File: config.mk
export PLATFORM = sky130hd
export DESIGN_NAME = receive_data
export DESIGN_NICKNAME = d
export VERILOG_FILES = /design/src/rtl/receive_data.sv
export SDC_FILE = /design/constraint.sdc
export NUM_CORES = 1
export LEC_CHECK = 0
export BUFFER_PORTS_ARGS = -buffer_cell sky130_fd_sc_hd__buf_2
export CORE_ASPECT_RATIO = 0.9
export CORE_MARGIN = 10
export CORE_UTILIZATION = 41
export DETAILED_ROUTE_END_ITERATION = 6
export RECOVER_POWER = 100
export REMOVE_ABC_BUFFERS = 1
export SLEW_MARGIN = 10
export SYNTH_ARGS = -nofsm -noshare
export SYNTH_HDL_FRONTEND = slang
export SYNTH_SLANG_ARGS = --single-unit
File: constraint.sdc
create_clock -name clk -period 1.7 [get_ports clk]
set_input_delay 0.34 -clock clk [delete_from_list [all_inputs] [get_ports clk]]
set_output_delay 0.34 -clock clk [all_outputs]
set_load 0.02 [all_outputs]
File: src/rtl/receive_data.sv
// rtl/receive_data.sv - UART 8N1 receiver, 16x oversampling with 3-sample majority vote
// Define RX_PARITY_EN to receive 8E1 frames and report even-parity mismatches.
`timescale 1ns/1ps
module receive_data #(
  parameter int ClkFrequency          = 25000000,
  parameter int Baud                  = 9600,
  parameter int BaudGeneratorAccWidth = 16
) (
  input  logic       clk,
  input  logic       reset,
  input  logic       rxd,
  output logic [7:0] data,
  output logic       dataReady,
  output logic       frameError,
  output logic       parityError,
  output logic       rxdBusy
);
  localparam int W = BaudGeneratorAccWidth;
  localparam logic [63:0] INC_WIDE =
    ((64'(Baud) << (W + 4)) + 64'(ClkFrequency / 2)) / 64'(ClkFrequency);
  localparam logic [W:0] INC = INC_WIDE[W:0];

  typedef enum logic [2:0] {
    IDLE   = 3'd0,
    START  = 3'd1,
    DATA   = 3'd2,
    PARITY = 3'd3,
    STOP   = 3'd4
  } state_t;

  state_t     r_state;
  state_t     w_next_state;
  logic [W:0] r_acc;
  logic [1:0] r_sync;
  logic       r_prev;
  logic [3:0] r_sc;
  logic       r_s7;
  logic       r_s8;
  logic [2:0] r_bit_cnt;
  logic [7:0] r_shift;
  logic [7:0] r_data;
  logic       r_data_ready;
  logic       r_frame_error;
  logic       w_tick;
  logic       w_rx;
  logic       w_start_edge;
  logic       w_decide;
  logic       w_vote;
  logic       w_go;
  logic       w_bit_clr;
  logic       w_shift_en;
  logic       w_stop_good;
  logic       w_frame_err;
`ifdef RX_PARITY_EN
  logic       r_par_bit;
  logic       r_parity_error;
  logic       w_par_store;
  logic       w_par_err;
`endif

  assign w_tick       = r_acc[W];
  assign w_rx         = r_sync[1];
  assign w_start_edge = r_prev & ~w_rx;
  assign w_decide     = w_tick && (r_sc == 4'd9);
  assign w_vote       = (r_s7 & r_s8) | (r_s7 & w_rx) | (r_s8 & w_rx);

  assign data        = r_data;
  assign dataReady   = r_data_ready;
  assign frameError  = r_frame_error;
  assign rxdBusy     = (r_state != IDLE);
`ifdef RX_PARITY_EN
  assign parityError = r_parity_error;
`else
  assign parityError = 1'b0;
`endif

  always_ff @(posedge clk or posedge reset) begin
    if (reset) begin
      r_acc  <= '0;
      r_sync <= 2'b11;
      r_prev <= 1'b1;
    end else begin
      r_acc  <= {1'b0, r_acc[W-1:0]} + INC;
      r_sync <= {r_sync[0], rxd};
      r_prev <= r_sync[1];
    end
  end

  // sc = 7 and 8 samples are held so the vote can complete on the sc = 9 tick
  always_ff @(posedge clk or posedge reset) begin
    if (reset) begin
      r_sc <= 4'd0;
      r_s7 <= 1'b1;
      r_s8 <= 1'b1;
    end else begin
      if (w_go) begin
        r_sc <= 4'd0;
      end else if (w_tick) begin
        r_sc <= r_sc + 4'd1;
      end
      if (w_tick && r_sc == 4'd7) r_s7 <= w_rx;
      if (w_tick && r_sc == 4'd8) r_s8 <= w_rx;
    end
  end

  always_ff @(posedge clk or posedge reset) begin
    if (reset) begin
      r_state <= IDLE;
    end else begin
      r_state <= w_next_state;
    end
  end

  always_comb begin
    w_next_state = r_state;
    w_go         = 1'b0;
    w_bit_clr    = 1'b0;
    w_shift_en   = 1'b0;
    w_stop_good  = 1'b0;
    w_frame_err  = 1'b0;
`ifdef RX_PARITY_EN
    w_par_store  = 1'b0;
    w_par_err    = 1'b0;
`endif
    case (r_state)
      IDLE: begin
        if (w_start_edge) begin
          w_go         = 1'b1;
          w_next_state = START;
        end
      end
      START: begin
        if (w_decide) begin
          if (!w_vote) begin
            w_bit_clr    = 1'b1;
            w_next_state = DATA;
          end else begin
            w_next_state = IDLE;
          end
        end
      end
      DATA: begin
        if (w_decide) begin
          w_shift_en = 1'b1;
          if (r_bit_cnt == 3'd7) begin
`ifdef RX_PARITY_EN
            w_next_state = PARITY;
`else
            w_next_state = STOP;
`endif
          end
        end
      end
`ifdef RX_PARITY_EN
      PARITY: begin
        if (w_decide) begin
          w_par_store  = 1'b1;
          w_next_state = STOP;
        end
      end
`endif
      STOP: begin
        // leaving at mid-stop leaves half a bit to catch a back-to-back start edge
        if (w_decide) begin
          w_next_state = IDLE;
          if (!w_vote) begin
            w_frame_err = 1'b1;
`ifdef RX_PARITY_EN
          end else if (r_par_bit != ^r_shift) begin
            w_par_err   = 1'b1;
`endif
          end else begin
            w_stop_good = 1'b1;
          end
        end
      end
      default: w_next_state = IDLE;
    endcase
  end

  always_ff @(posedge clk or posedge reset) begin
    if (reset) begin
      r_bit_cnt     <= 3'd0;
      r_shift       <= 8'd0;
      r_data        <= 8'd0;
      r_data_ready  <= 1'b0;
      r_frame_error <= 1'b0;
    end else begin
      if (w_bit_clr) begin
        r_bit_cnt <= 3'd0;
      end else if (w_shift_en) begin
        r_bit_cnt <= r_bit_cnt + 3'd1;
      end
      if (w_shift_en) r_shift <= {w_vote, r_shift[7:1]};
      if (w_stop_good) r_data <= r_shift;
      r_data_ready  <= w_stop_good;
      r_frame_error <= w_frame_err;
    end
  end

`ifdef RX_PARITY_EN
  always_ff @(posedge clk or posedge reset) begin
    if (reset) begin
      r_par_bit      <= 1'b0;
      r_parity_error <= 1'b0;
    end else begin
      if (w_par_store) r_par_bit <= w_vote;
      r_parity_error <= w_par_err;
    end
  end
`endif

endmodule

Yosys cells after proc, flatten, opt, wreduce, memory -nomap -nowiden
Index checks and enable logic that the tools add are counted.

word-level totals
  bits in read-only memories = 0
  memories kept = 0
  output and inout bits = 12
  latch bits = 0
  register bits = 50
  bits in writable memories = 0

operators by class
  shifts and indexed selects = 0
  bitwise gates (word level) = 7
  eq/ne operators = 12
  reduce and logical (&&, ||, !) cells = 8
  mux-type cells = 22
  multiply operators = 0
  order comparisons = 0
  divide/modulo/power cells = 0
  $add $sub $neg = 3

operators by type and width
  kind                     count
  $mux W3                  7
  $add A16 B9 Y17 const B  1
  $pmux W3 S4              1
  $mux W1                  11
  $ne A2 B2 Y1 const B     5
  $eq A4 B4 Y1 const B     2
  $mux W4                  2
  $eq A3 B3 Y1 const B     2
  $reduce_and A5 Y1        1
  $add A4 B1 Y4 const B    1
  $and A1 B1 Y1            4
  $eq A4 B3 Y1 const B     1
  $reduce_bool A2 Y1       2
  $add A3 B1 Y3 const B    1
  $eq A3 B1 Y1 const B     1
  $eq A3 B2 Y1 const B     1
  $logic_and A1 B1 Y1      3
  $logic_not A3 Y1         1
  $reduce_bool A3 Y1       1
  $mux W2                  1
  $or A1 B1 Y1             2
  $not A1 Y1               1

Longest topological paths before layout
Gate-level depths: netlist of run 1.

  word-level depth = 7
  depth in mapped cells = 7
  mapped depth without buffers = 6

Worst setup path before layout of run 1
No wires, ideal clock.

  kind = reg-to-reg
  from = reg r_sc[1]
  to = reg r_shift[0]
  cell stages (with the launch flop) = 7
  slack = 0.044 ns
  arrival time = 1.531 ns
  required time = 1.575 ns
  period minus slack after synthesis = 1.656 ns
  cell sequence = dfrtp_1 > inv_1 > ha_1 > nand4b_4 > nor3_2 > buf_4 > mux2_2

between the ends
  longest elaborated chain between the ends = 4

ends and longest elaborated chain
  item                    RTL line  text
  from (decl)             36        logic [3:0] r_sc;
  from (signal assigned)  99        r_sc <= r_sc + 4'd1;
  $eq A4 B4 Y1            64        assign w_decide = w_tick && (r_sc == 4'd9);
  $logic_and A1 B1 Y1     64
  $mux W1                 143       if (w_decide) begin
  $mux W1                 125       case (r_state)
  to (signal assigned)    194       if (w_shift_en) r_shift <= {w_vote, r_shift[7:1]};
  to (decl)               40        logic [7:0] r_shift;

No other way between the ends.
A chain may end at the register's enable or synchronous reset.

Worst setup path in the final report of run 1
  from = reg r_state[1]
  to = out rxdBusy

between the ends
  longest elaborated chain between the ends = 1

ends and longest elaborated chain
  item                    RTL line  text
  from (decl)             31        state_t r_state;
  from (signal assigned)  110       r_state <= w_next_state;
  $reduce_bool A3 Y1      70        assign rxdBusy = (r_state != IDLE);
  to (decl)               16        output logic rxdBusy

No other way between the ends.

==> summary.md, run 1 <==
| Metric | Value |
|---|---|
| Run status | `complete, no violations` |
| 1st-pass router iterations | `4` |
| Antenna violations before repair | `0` |
| Fin crit period | `1.653 ns` |
| Post-route cell area | `2476 µm²` |
| Hold Violations, Final | `0` |
| RSZ-0062 raised after global routing | `no` |
| Post-DP HPWL | `2.749 mm` |
| Worst skew pair latency | `0.30 ns` |
| Max Clk Rate | `0.6050 GHz` |
| Most frequent cell after synthesis | `dfrtp_1` |
| CP top delay family | `flip-flops` |
| Setup Viol. Count Final | `0` |
| Die Y | `89.33 µm` |
| Final ANT Viol Nets | `0` |
| CTS Sinks | `50` |
| Pin count of the biggest net entering global routing | `22` |
| Area occupied by multi-input gates | `860.8 µm²` |
| Gate count of the mapped netlist | `167` |
| Reg area | `1259 µm²` |
| Vias post-DR | `1265` |
| Crit share post-route | `97.22%` |
| CP Launch Type | `flip-flop` |
| Post-synth ARST share | `100.0%` |
| Via density | `4.884` |
| Synth top cells by count | `dfrtp_1, xnor2_1, nor2_1, mux2_2, inv_1` |
| Starting density of the core | `41.92%` |
| Row Count | `25` |
| WP data required | `1.36 ns` |
| Syn_area_per_cell | `13.11 µm²` |
| Placed cells | `251` |
| Non-filler cells, final | `259` |
| Max incr delay on CP | `0.44 ns` |
| Drt wl/cell | `14.03 µm` |
| Dominant cell type by area after synthesis | `dfrtp_1` |
| Pwr Density | `908.4 nW/µm²` |
| Setup TNS Final | `0 ns` |
| Post-Syn Area | `2190 µm²` |
| Residual DRC | `0` |
| Worst-margin pin slew | `0.7370 ns` |
| Synth top area share | `51.43%` |
| ANT cells | `0` |
| Global-route wire length before repair | `6.341 mm` |
| Crit. End Element | `primary output` |
| Post-synthesis sequential element count | `50` |
| DIE AREA | `8668 µm²` |
| Worst path bufs/invs | `1` |
| Worst-path clk slew | `0.09 ns` |
| Seq/Total Area, Yosys | `57.43%` |
| Final max-slew violation count | `0` |
| Placed inst area | `2369 µm²` |
| DIE WIDTH | `97.03 µm` |
| Top FF cell, synth | `dfrtp_1` |
| CTS tree | `done` |
| Synth warn | `0` |
| Post-synth EDFFs | `0` |
| Distinct cells, synth | `40` |
| Layout Skew | `0.005869 ns` |
| Maxcap violations | `0` |
| I/O pin cnt | `15` |
| VDD IR max | `515.4 µV` |
| Area Growth Syn to Fin | `13.09%` |
| Fill count | `454` |
| GR Util All Layers | `8.655%` |
| PortBufs | `13` |
| Post-CTS repair timing setup buffer count | `0` |
| Crit path cell chain | `or3_4 > buf_6` |
| WP data arrival | `1.31 ns` |
| Critical path fanouts, max | `6` |
| Drt total wl | `3.635 mm` |
| Setup CP Type | `flip-flop to primary output` |
| Final nets | `200` |
| Fraction of layout instances using a drive strength above 1 | `21.35%` |
| Max Root-Sink Buffers | `2` |
| Final RePlAce weighted congestion | `0.7774` |
| Vias in the first global route | `1382` |
| WHS | `0.1434 ns` |
| Cts bufs inserted | `5` |
| Pleak | `1.196 nW` |
| Critical-path top delay cell | `dfrtp_1` |
| Core box area | `5224 µm²` |
| DRT iter0 DRCs | `40` |
| Top cells by area, synth | `dfrtp_1, dfstp_2, mux2_4` |
| Hold WC Path Type | `primary input to flip-flop` |
| Root Driver | `clkbuf_8` |
| Slew margin rel. | `50.81%` |
| Remaining Overflow, GRT | `0` |
| H-tree depth | `2` |
## power breakdown
group	leakage, nW	total (mW)	internal, mW	switching, mW
Combinational	0.486	0.0669	0.0231	0.0437
Sequential	0.642	1.21	1.20	0.0108
Clock	0.0683	0.973	0.589	0.384
Total	1.20	2.25	1.81	0.438
## flip-flops by register name, summed over array words and instances, names as in the netlist
signal	flops
r_acc	17
data	8
r_shift	8
r_sc	4
r_bit_cnt	3
r_state	3
r_sync	2
dataReady	1
frameError	1
r_prev	1
r_s7	1
r_s8	1
## through the flow
stage          utilization (%)  power (mW)  setup slack, ns
3_3_place_gp             45.34       1.293          0.08881
2_1_floorplan                -       1.272          -0.1503
3_5_place_dp             45.34       1.296          0.03272
5_1_grt                  47.40       2.337         0.008300
4_1_cts                  48.10       2.280         0.007586
6_report                 47.40       2.249          0.04718
## timing repair
action / CTS / global route
setup endpoints to repair: 1 / 17
resized for setup: 2 / 6
pin swaps: 0 / 2
hold buffers: 0 / 0
## path summary, 6_finish.rpt
path,start,to,slack [ns],cells after the start
worst max-delay path,r_state[1]$_DFFE_PP0P_,rxdBusy,0.05,2
worst min-delay path,rxd,r_sync[0]$_DFF_PP1_,0.14,1
worst max register to register,r_sc[1]$_DFFE_PP0P_,data[2]$_DFFE_PP0P_,0.13,6
worst min register to register,r_sync[0]$_DFF_PP1_,r_sync[1]$_DFF_PP1_,0.37,0
max in group asynchronous,reset,r_state[2]$_DFFE_PP0P_,0.54,3
min in group asynchronous,reset,r_acc[14]$_DFF_PP0_,0.15,2
## cell type report
class                      count  share of cell area, %
clock buffer                   5                  2.779
clock inverter                 3                  2.779
inverter                       9                  1.364
multi-input combinational    105                  34.77
sequential                    50                  50.83
tap                           67                  3.386
timing repair buffer          20                  4.093
## cell families (layout without fill, tap and decap cells)
| kind of cell | Yosys count | count (layout) | synth area share (%) |
|---|---|---|---|
| AOI/OAI and AO/OA | 17 | 17 | 5.142 |
| other | 1 | 1 | 0.1713 |
| and+or+nand+nor | 44 | 44 | 12.86 |
| xor gates and xnor gates | 17 | 17 | 6.800 |
| buffers and inverters | 12 | 37 | 2.571 |
| muxes | 19 | 19 | 11.09 |
| DFF | 50 | 50 | 57.43 |
| adders and majority gates | 7 | 7 | 3.943 |
## per-layer routing
metal	track usage (%)	vias to the layer above	wire length (µm)
met2	14.20	16	1822
met4	3.347	0	36
met5	0	-	0
met3	2.550	4	118
met1	10.58	622	1658
li1	-	623	-
## layout by cell type, fill, tap and decap left out, types with 2 or more instances in the layout
| cell type | instances |
|---|---|
| mux2_1 | 7 |
| buf_4 | 2 |
| nor2_1 | 11 |
| inv_1 | 8 |
| a21oi_1 | 5 |
| xor2_1 | 5 |
| buf_6 | 2 |
| mux2_2 | 10 |
| ha_1 | 5 |
| dfstp_2 | 4 |
| nand4b_1 | 3 |
| a22o_1 | 2 |
| nand3_1 | 4 |
| dfrtp_1 | 44 |
| clkbuf_1 | 13 |
| bufinv_16 | 2 |
| xnor2_1 | 12 |
| clkbuf_8 | 5 |
| nor3_1 | 2 |
| buf_2 | 2 |
| o211ai_1 | 2 |
| nor3_2 | 2 |
| nand2b_1 | 4 |
| nand4_1 | 3 |
| nand2_1 | 6 |
| a31oi_1 | 2 |
Note: power is estimated with default switching activity, not from simulation.
==> run 2: changes to the inputs <==
==> constraint.sdc (replaced) <==
create_clock -name clk -period 1.8 [get_ports clk]
set_input_delay 0.36 -clock clk [delete_from_list [all_inputs] [get_ports clk]]
set_output_delay 0.36 -clock clk [all_outputs]
set_load 0.02 [all_outputs]
==> run 2 against run 1 <==
Clock power shrank 30%. Final area down 1.7%. Non-clock buffer count is 3 lower. Cell count down 1.2%. Clock skew grew 0.0034 ns. Largest cell class unchanged.
==> summary.md, run 2 (synthesized netlist as in run 1, its figures left out) <==
| Metric | Value |
|---|---|
| Run status | `complete, no violations` |
| Final max-slew violation count | `0 (unchanged)` |
| Cts bufs inserted | `5 (unchanged)` |
| Max Used Layer | `met4` |
| Leading cell type in the layout, fill and taps excluded | `dfrtp_1` |
| RR Endpoint | `r_shift[0]$_DFFE_PP0P_` |
| Fin crit period | `1.741 ns` |
| Worst-margin pin slew | `0.7953 ns (+0.05829 ns)` |
| Core box area | `5224 µm² (unchanged)` |
| Final nets | `197 (-1.5%)` |
| Global-route wire length before repair | `6.334 mm (-0.11%)` |
| Largest register FFs | `17 (unchanged)` |
| Setup CP Type | `flip-flop to flip-flop` |
| WP data required | `1.99 ns (+0.63 ns)` |
| CTS Sinks | `50 (unchanged)` |
| Layout Skew | `0.009316 ns (+0.003447 ns)` |
| Crit share post-route | `96.73%` |
| GR Util All Layers | `8.896% (+0.24 points)` |
| Critical-path top delay cell | `dfrtp_1` |
| DRT iter0 DRCs | `49 (+23%)` |
| Pwr Density | `773.3 nW/µm² (-15%)` |
| H-tree depth | `2 (unchanged)` |
| Fraction of layout instances using a drive strength above 1 | `24.34% (+3.0 points)` |
| WL met3 | `142 µm (+20%)` |
| Via density | `5.090 (+4.2%)` |
| Non-filler cells, final | `256 (-1.2%)` |
| Worst-case reg-to-reg path depth | `6 (unchanged)` |
| ANT cells | `0 (unchanged)` |
| I/O pin cnt | `15 (unchanged)` |
| DIE WIDTH | `97.03 µm (unchanged)` |
| 1st-pass router iterations | `4 (unchanged)` |
| Fill count | `462 (+1.8%)` |
| Antenna violations before repair | `0 (unchanged)` |
| Row Count | `25 (unchanged)` |
| Levels on crit path | `6 (+4)` |
| Final RePlAce weighted congestion | `0.7985 (+2.7%)` |
| VDD IR max | `434.1 µV (-16%)` |
| Crit. Startpoint | `r_sc[1]$_DFFE_PP0P_` |
| DIE AREA | `8668 µm² (unchanged)` |
| Worst path bufs/invs | `2 (+1)` |
| Final ANT Viol Nets | `0 (unchanged)` |
| Die Y | `89.33 µm (unchanged)` |
| Max Clk Rate | `0.5743 GHz` |
| CTS tree | `done` |
| CP endpoint | `r_shift[0]$_DFFE_PP0P_` |
| Post-CTS repair timing setup buffer count | `0 (unchanged)` |
| Most flop-heavy register | `r_acc` |
| Final core utilization | `46.61% (-0.79 points)` |
| Placed cells | `248 (-1.2%)` |
| CP top delay family | `flip-flops` |
| Wl on met1 | `1.654 mm (-0.24%)` |
| Remaining Overflow, GRT | `0 (unchanged)` |
| Area Growth Syn to Fin | `11.20%` |
| Critical path fanouts, max | `11 (+5)` |
| Total power | `1.883 mW (-16%)` |
| Crit. End Element | `flip-flop` |
| WL met2 | `1.753 mm (-3.8%)` |
| Reg2reg setup slack | `0.06 ns (-0.07 ns)` |
| Max incr delay on CP | `0.42 ns (-0.02 ns)` |
| Hold WC Path Type | `primary input to flip-flop` |
| Starting density of the core | `41.92% (unchanged)` |
| Crit path cell chain | `inv_1 > ha_2 > nand4b_4 > nor3_2 > buf_6 > mux2_2` |
| Setup Viol. Count Final | `0 (unchanged)` |
| Vias in the first global route | `1329 (-3.8%)` |
| Hold Violations, Final | `0 (unchanged)` |
| Maxcap violations | `0 (unchanged)` |
| Worst-path clk slew | `0.10 ns (about the same)` |
| Pleak | `1.194 nW (-0.14%)` |
| Residual DRC | `0 (unchanged)` |
| CP Launch Type | `flip-flop` |
| Post-CTS Hold Buffers | `0 (unchanged)` |
| Root Driver | `clkbuf_8` |
| PortBufs | `13 (unchanged)` |
| WP data arrival | `1.93 ns (+0.62 ns)` |
| Reg2reg start | `r_sc[1]$_DFFE_PP0P_` |
| Drt total wl | `3.601 mm (-0.94%)` |
| Most frequent cells in the layout | `dfrtp_1, xnor2_1, nor2_1, clkbuf_1, mux2_2` |
| Post-DP HPWL | `2.630 mm (-4.3%)` |
| Drt wl/cell | `14.07 µm (+0.23%)` |
| Post-CTS Resized | `0 (-2)` |
| Slew margin rel. | `46.92% (-3.9 points)` |
| Max Root-Sink Buffers | `2 (unchanged)` |
| Vias post-DR | `1303 (+3.0%)` |
| Worst skew pair latency | `0.31 ns (about the same)` |
| Pin count of the biggest net entering global routing | `30 (+36%)` |
## run 2: changes by cell type in the layout (fill, tap and decap cells not counted), sizes merged
cell	delta
bufinv	-2
clkinvlp	+1
buf	-1
clkbuf	-1
## run 2: area by class of cell
type	instances	area [µm²]	share of cell area [%]
flip-flops and latches	50	1259	51.70
multi-input cells	105	883.3	36.28
well taps	67	83.83	3.443
clock buffers	6	82.58	3.392
repair buffers	17	80.08	3.289
inverters	9	33.78	1.387
clock inverters	2	12.51	0.5139
## run 2: worst min path at each step
stage,start,endpoint,cells after the start
5_1_grt,rxd,r_sync[0]$_DFF_PP1_,1
3_3_place_gp,r_sync[0]$_DFF_PP1_,r_sync[1]$_DFF_PP1_,0
6_report,rxd,r_sync[0]$_DFF_PP1_,1
4_1_cts,reset,r_sc[1]$_DFFE_PP0P_,2
3_5_place_dp,r_sync[0]$_DFF_PP1_,r_sync[1]$_DFF_PP1_,0
2_1_floorplan,r_sync[0]$_DFF_PP1_,r_sync[1]$_DFF_PP1_,0
## run 2: worst reg2reg max path: stages, from the launching register on
cell	delay [ns]
dfrtp_1	0.42
inv_1	0.10
ha_2	0.21
nand4b_4	0.17
nor3_2	0.21
buf_6	0.17
mux2_2	0.34
## run 2: report_power, final
part | switching (mW) | leakage (nW) | internal (mW)
sequential | 0.0105 | 0.642 | 1.13
combinational | 0.0411 | 0.505 | 0.0170
clock | 0.373 | 0.0472 | 0.309
total | 0.425 | 1.19 | 1.46
## run 2: metrics by stage
step                      setup TNS, ns  setup slack, ns  instance area (µm²)  hold WS [ns]
final                                 0          0.05886                 2435        0.1584
after global routing           -0.04886         -0.01308                 2435        0.1363
after CTS                             0         0.008380                 2454       0.07602
after detailed placement              0          0.04442                 2359        0.3507
after global placement                0           0.1136                 2359        0.3461
after floorplan                 -0.4023         -0.05028                 2167        0.3452
## run 2: routing by layer
metal,track usage [%],vias to the layer above
li1,-,614
met1,10.97,664
met2,14.32,17
met3,2.705,8
met4,3.614,0
met5,0,-
==> run 3: changes to the inputs <==
--- a/config.mk
+++ b/config.mk
@@ -6,7 +6,6 @@
 export NUM_CORES = 1
 export LEC_CHECK = 0
 export BUFFER_PORTS_ARGS = -buffer_cell sky130_fd_sc_hd__buf_2
-export CORE_ASPECT_RATIO = 0.9
 export CORE_MARGIN = 10
 export CORE_UTILIZATION = 41
 export DETAILED_ROUTE_END_ITERATION = 6
==> constraint.sdc (replaced) <==
create_clock -name clk -period 2.25 [get_ports clk]
set_input_delay 0.45 -clock clk [delete_from_list [all_inputs] [get_ports clk]]
set_output_delay 0.45 -clock clk [all_outputs]
set_load 0.02 [all_outputs]
==> run 3 against run 2 <==
Via count decreased by 4.6%. Utilization decreased by 0.12 points. Worst hold slack worse by 0.030 ns. Total power fell by 15%. Worst setup slack better by 0.37 ns. Largest cell class unchanged.
==> summary.md, run 3 (synthesized netlist as in run 1, its figures left out) <==
| Metric | Value |
|---|---|
| CP endpoint | `data[3]$_DFFE_PP0P_` |
| Residual DRC | `0 (unchanged)` |
| Drt total wl | `3.436 mm (-4.6%)` |
| Setup CP Type | `flip-flop to flip-flop` |
| Crit. Startpoint | `r_sc[1]$_DFFE_PP0P_` |
| Max Root-Sink Buffers | `2 (unchanged)` |
| Die Y | `93.08 µm (+4.2%)` |
| Vias post-DR | `1243 (-4.6%)` |
| RSZ-0062 raised after global routing | `no` |
| Worst skew pair latency | `0.30 ns (about the same)` |
| VDD IR max | `295.4 µV (-32%)` |
| Leading cell type in the layout, fill and taps excluded | `dfrtp_1` |
| Net Switching | `340.5 µW (-20%)` |
| Worst-case reg-to-reg path depth | `6 (unchanged)` |
| Hold WC Path Type | `primary input to asynchronous set/reset pin` |
| Max Clk Rate | `0.5502 GHz (-4.2%)` |
| Logic pwr share | `2.6% (-0.5 points)` |
| Fin crit period | `1.818 ns (+0.07641 ns)` |
| DIE WIDTH | `93.08 µm (-4.1%)` |
| Post-CTS Hold Buffers | `0 (unchanged)` |
| Setup TNS Final | `0 ns (unchanged)` |
| Remaining Overflow, GRT | `0 (unchanged)` |
| Crit. End Element | `flip-flop` |
| I/O pin cnt | `15 (unchanged)` |
| Critical-path top delay cell | `dfrtp_1` |
| Row Count | `26 (+4.0%)` |
| Slew margin rel. | `15.42% (-32 points)` |
| Worst-margin pin slew | `1.269 ns (+0.4734 ns)` |
| CP Launch Type | `flip-flop` |
| ANT cells | `0 (unchanged)` |
| 1st-pass router iterations | `4 (unchanged)` |
| WHS | `0.1283 ns (-0.03016 ns)` |
| Worst-path clk slew | `0.10 ns (about the same)` |
| DIE AREA | `8664 µm² (about the same)` |
| Final nets | `196 (-0.51%)` |
| Most frequent cells in the layout | `dfrtp_1, clkbuf_1, xnor2_1` |
| Via density | `4.818 (-5.3%)` |
| Placed inst area | `2342 µm² (-0.69%)` |
| Most flop-heavy register | `r_acc` |
| Starting density of the core | `42.60% (+0.68 points)` |
| Crit share post-route | `80.78% (-16 points)` |
| Pin count of the biggest net entering global routing | `25 (-17%)` |
| Fraction of layout instances using a drive strength above 1 | `15.96% (-8.4 points)` |
| Cts bufs inserted | `5 (unchanged)` |
| CTS tree | `done` |
| Vias in the first global route | `1353 (+1.8%)` |
| Final RePlAce weighted congestion | `0.8142 (+2.0%)` |
| Clock power frac | `40.1% (+3.9 points)` |
| Max incr delay on CP | `0.42 ns (about the same)` |
| Core box area | `5140 µm² (-1.6%)` |
| WP data required | `2.43 ns (+0.44 ns)` |
| Reg2reg setup slack | `0.43 ns (+0.37 ns)` |
| Largest register FFs | `17 (unchanged)` |
| Post-CTS repair timing setup buffer count | `0 (unchanged)` |
| Placed cells | `250 (+0.81%)` |
| Root Driver | `clkbuf_8` |
| Pleak | `1.161 nW (-2.8%)` |
| Internal cell power | `1.253 mW (-14%)` |
| Global-route wire length before repair | `6.320 mm (-0.22%)` |
| H-tree depth | `2 (unchanged)` |
| Antenna violations before repair | `0 (unchanged)` |
| Maxcap violations | `0 (unchanged)` |
| RR Endpoint | `data[3]$_DFFE_PP0P_` |
| GR Util All Layers | `8.904% (about the same)` |
| Post-DP HPWL | `2.576 mm (-2.0%)` |
| PortBufs | `13 (unchanged)` |
| Sw Share | `21.37% (-1.2 points)` |
| DRT iter0 DRCs | `15 (-69%)` |
| Non-filler cells, final | `258 (+0.78%)` |
| Setup Viol. Count Final | `0 (unchanged)` |
| Part of the power in registers | `57.3% (-3.4 points)` |
| Final ANT Viol Nets | `0 (unchanged)` |
| Run status | `complete, no violations` |
| WP data arrival | `2.00 ns (+0.07 ns)` |
| Reg2reg start | `r_sc[1]$_DFFE_PP0P_` |
| Area Growth Syn to Fin | `9.143%` |
| Post-route cell area | `2390 µm² (-1.9%)` |
| CTS Sinks | `50 (unchanged)` |
| Crit path cell chain | `inv_1 > ha_1 > nand4b_4 > nor3_1 > nand2_4 > mux2_1` |
| Hold Violations, Final | `0 (unchanged)` |
| Final max-slew violation count | `0 (unchanged)` |
| Drt wl/cell | `13.32 µm (-5.3%)` |
| Fill count | `483 (+4.5%)` |
| Pwr Density | `666.7 nW/µm² (-14%)` |
| Post-CTS Resized | `0 (unchanged)` |
| Critical path fanouts, max | `9 (-2)` |
| Layout Skew | `0.01276 ns (+0.003449 ns)` |
run 3: how the worst min path moves through the flow:
| stage | slack (ns) | endpoint | from | depth (start not counted) |
|---|---|---|---|---|
| CTS | 0.06 | r_acc[9]$_DFF_PP0_ | reset | 2 |
| global placement | 0.35 | r_sync[1]$_DFF_PP1_ | r_sync[0]$_DFF_PP1_ | 0 |
| finish | 0.13 | r_acc[4]$_DFF_PP0_ | reset | 2 |
| floorplan | 0.35 | r_sync[1]$_DFF_PP1_ | r_sync[0]$_DFF_PP1_ | 0 |
| global route | 0.15 | r_acc[9]$_DFF_PP0_ | reset | 2 |
| detailed placement | 0.35 | r_sync[1]$_DFF_PP1_ | r_sync[0]$_DFF_PP1_ | 0 |
run 3: area by class of cell:
| class | instances | area (µm²) | share of cell area, % |
|---|---|---|---|
| clock inverters | 3 | 47.55 | 1.990 |
| well taps | 70 | 87.58 | 3.665 |
| clock buffers | 5 | 68.82 | 2.880 |
| inverters | 9 | 33.78 | 1.414 |
| repair buffers | 16 | 66.31 | 2.775 |
| multi-input cells | 105 | 828.3 | 34.66 |
| flip-flops and latches | 50 | 1257 | 52.62 |
run 3: power groups by stage:
stage          Sequential, mW  Combinational [mW]  Clock, mW
2_1_floorplan           0.930              0.0314          0
3_3_place_gp            0.932              0.0451          0
3_5_place_dp            0.932              0.0467          0
4_1_cts                 0.915              0.0471      0.664
5_1_grt                 0.914              0.0486      0.705
6_report                0.912              0.0413      0.640
run 3: critical path: cells and delay by family (launching register included):
family / cells / cell delay, ns
adders and majority gates: 1 / 0.21
buffers and inverters: 1 / 0.09
and+or+nand+nor: 3 / 0.65
muxes: 1 / 0.33
DFF: 1 / 0.42
run 3: metal layers:
| layer | vias to the layer above | global-route usage, % | wire [µm] |
|---|---|---|---|
| li1 | 615 | - | - |
| met1 | 610 | 10.55 | 1617 |
| met2 | 14 | 14.54 | 1644 |
| met3 | 4 | 3.277 | 131 |
| met4 | 0 | 3.085 | 43 |
| met5 | - | 0 | 0 |
run 3: metrics by stage:
step           worst slack [ns]  power (mW)  util, %
2_1_floorplan            0.3997      0.9614        -
3_3_place_gp             0.5563      0.9766    45.57
3_5_place_dp             0.4984      0.9787    45.57
4_1_cts                  0.4114       1.626    47.83
5_1_grt                  0.2405       1.667    46.49
6_report                 0.4324       1.593    46.49
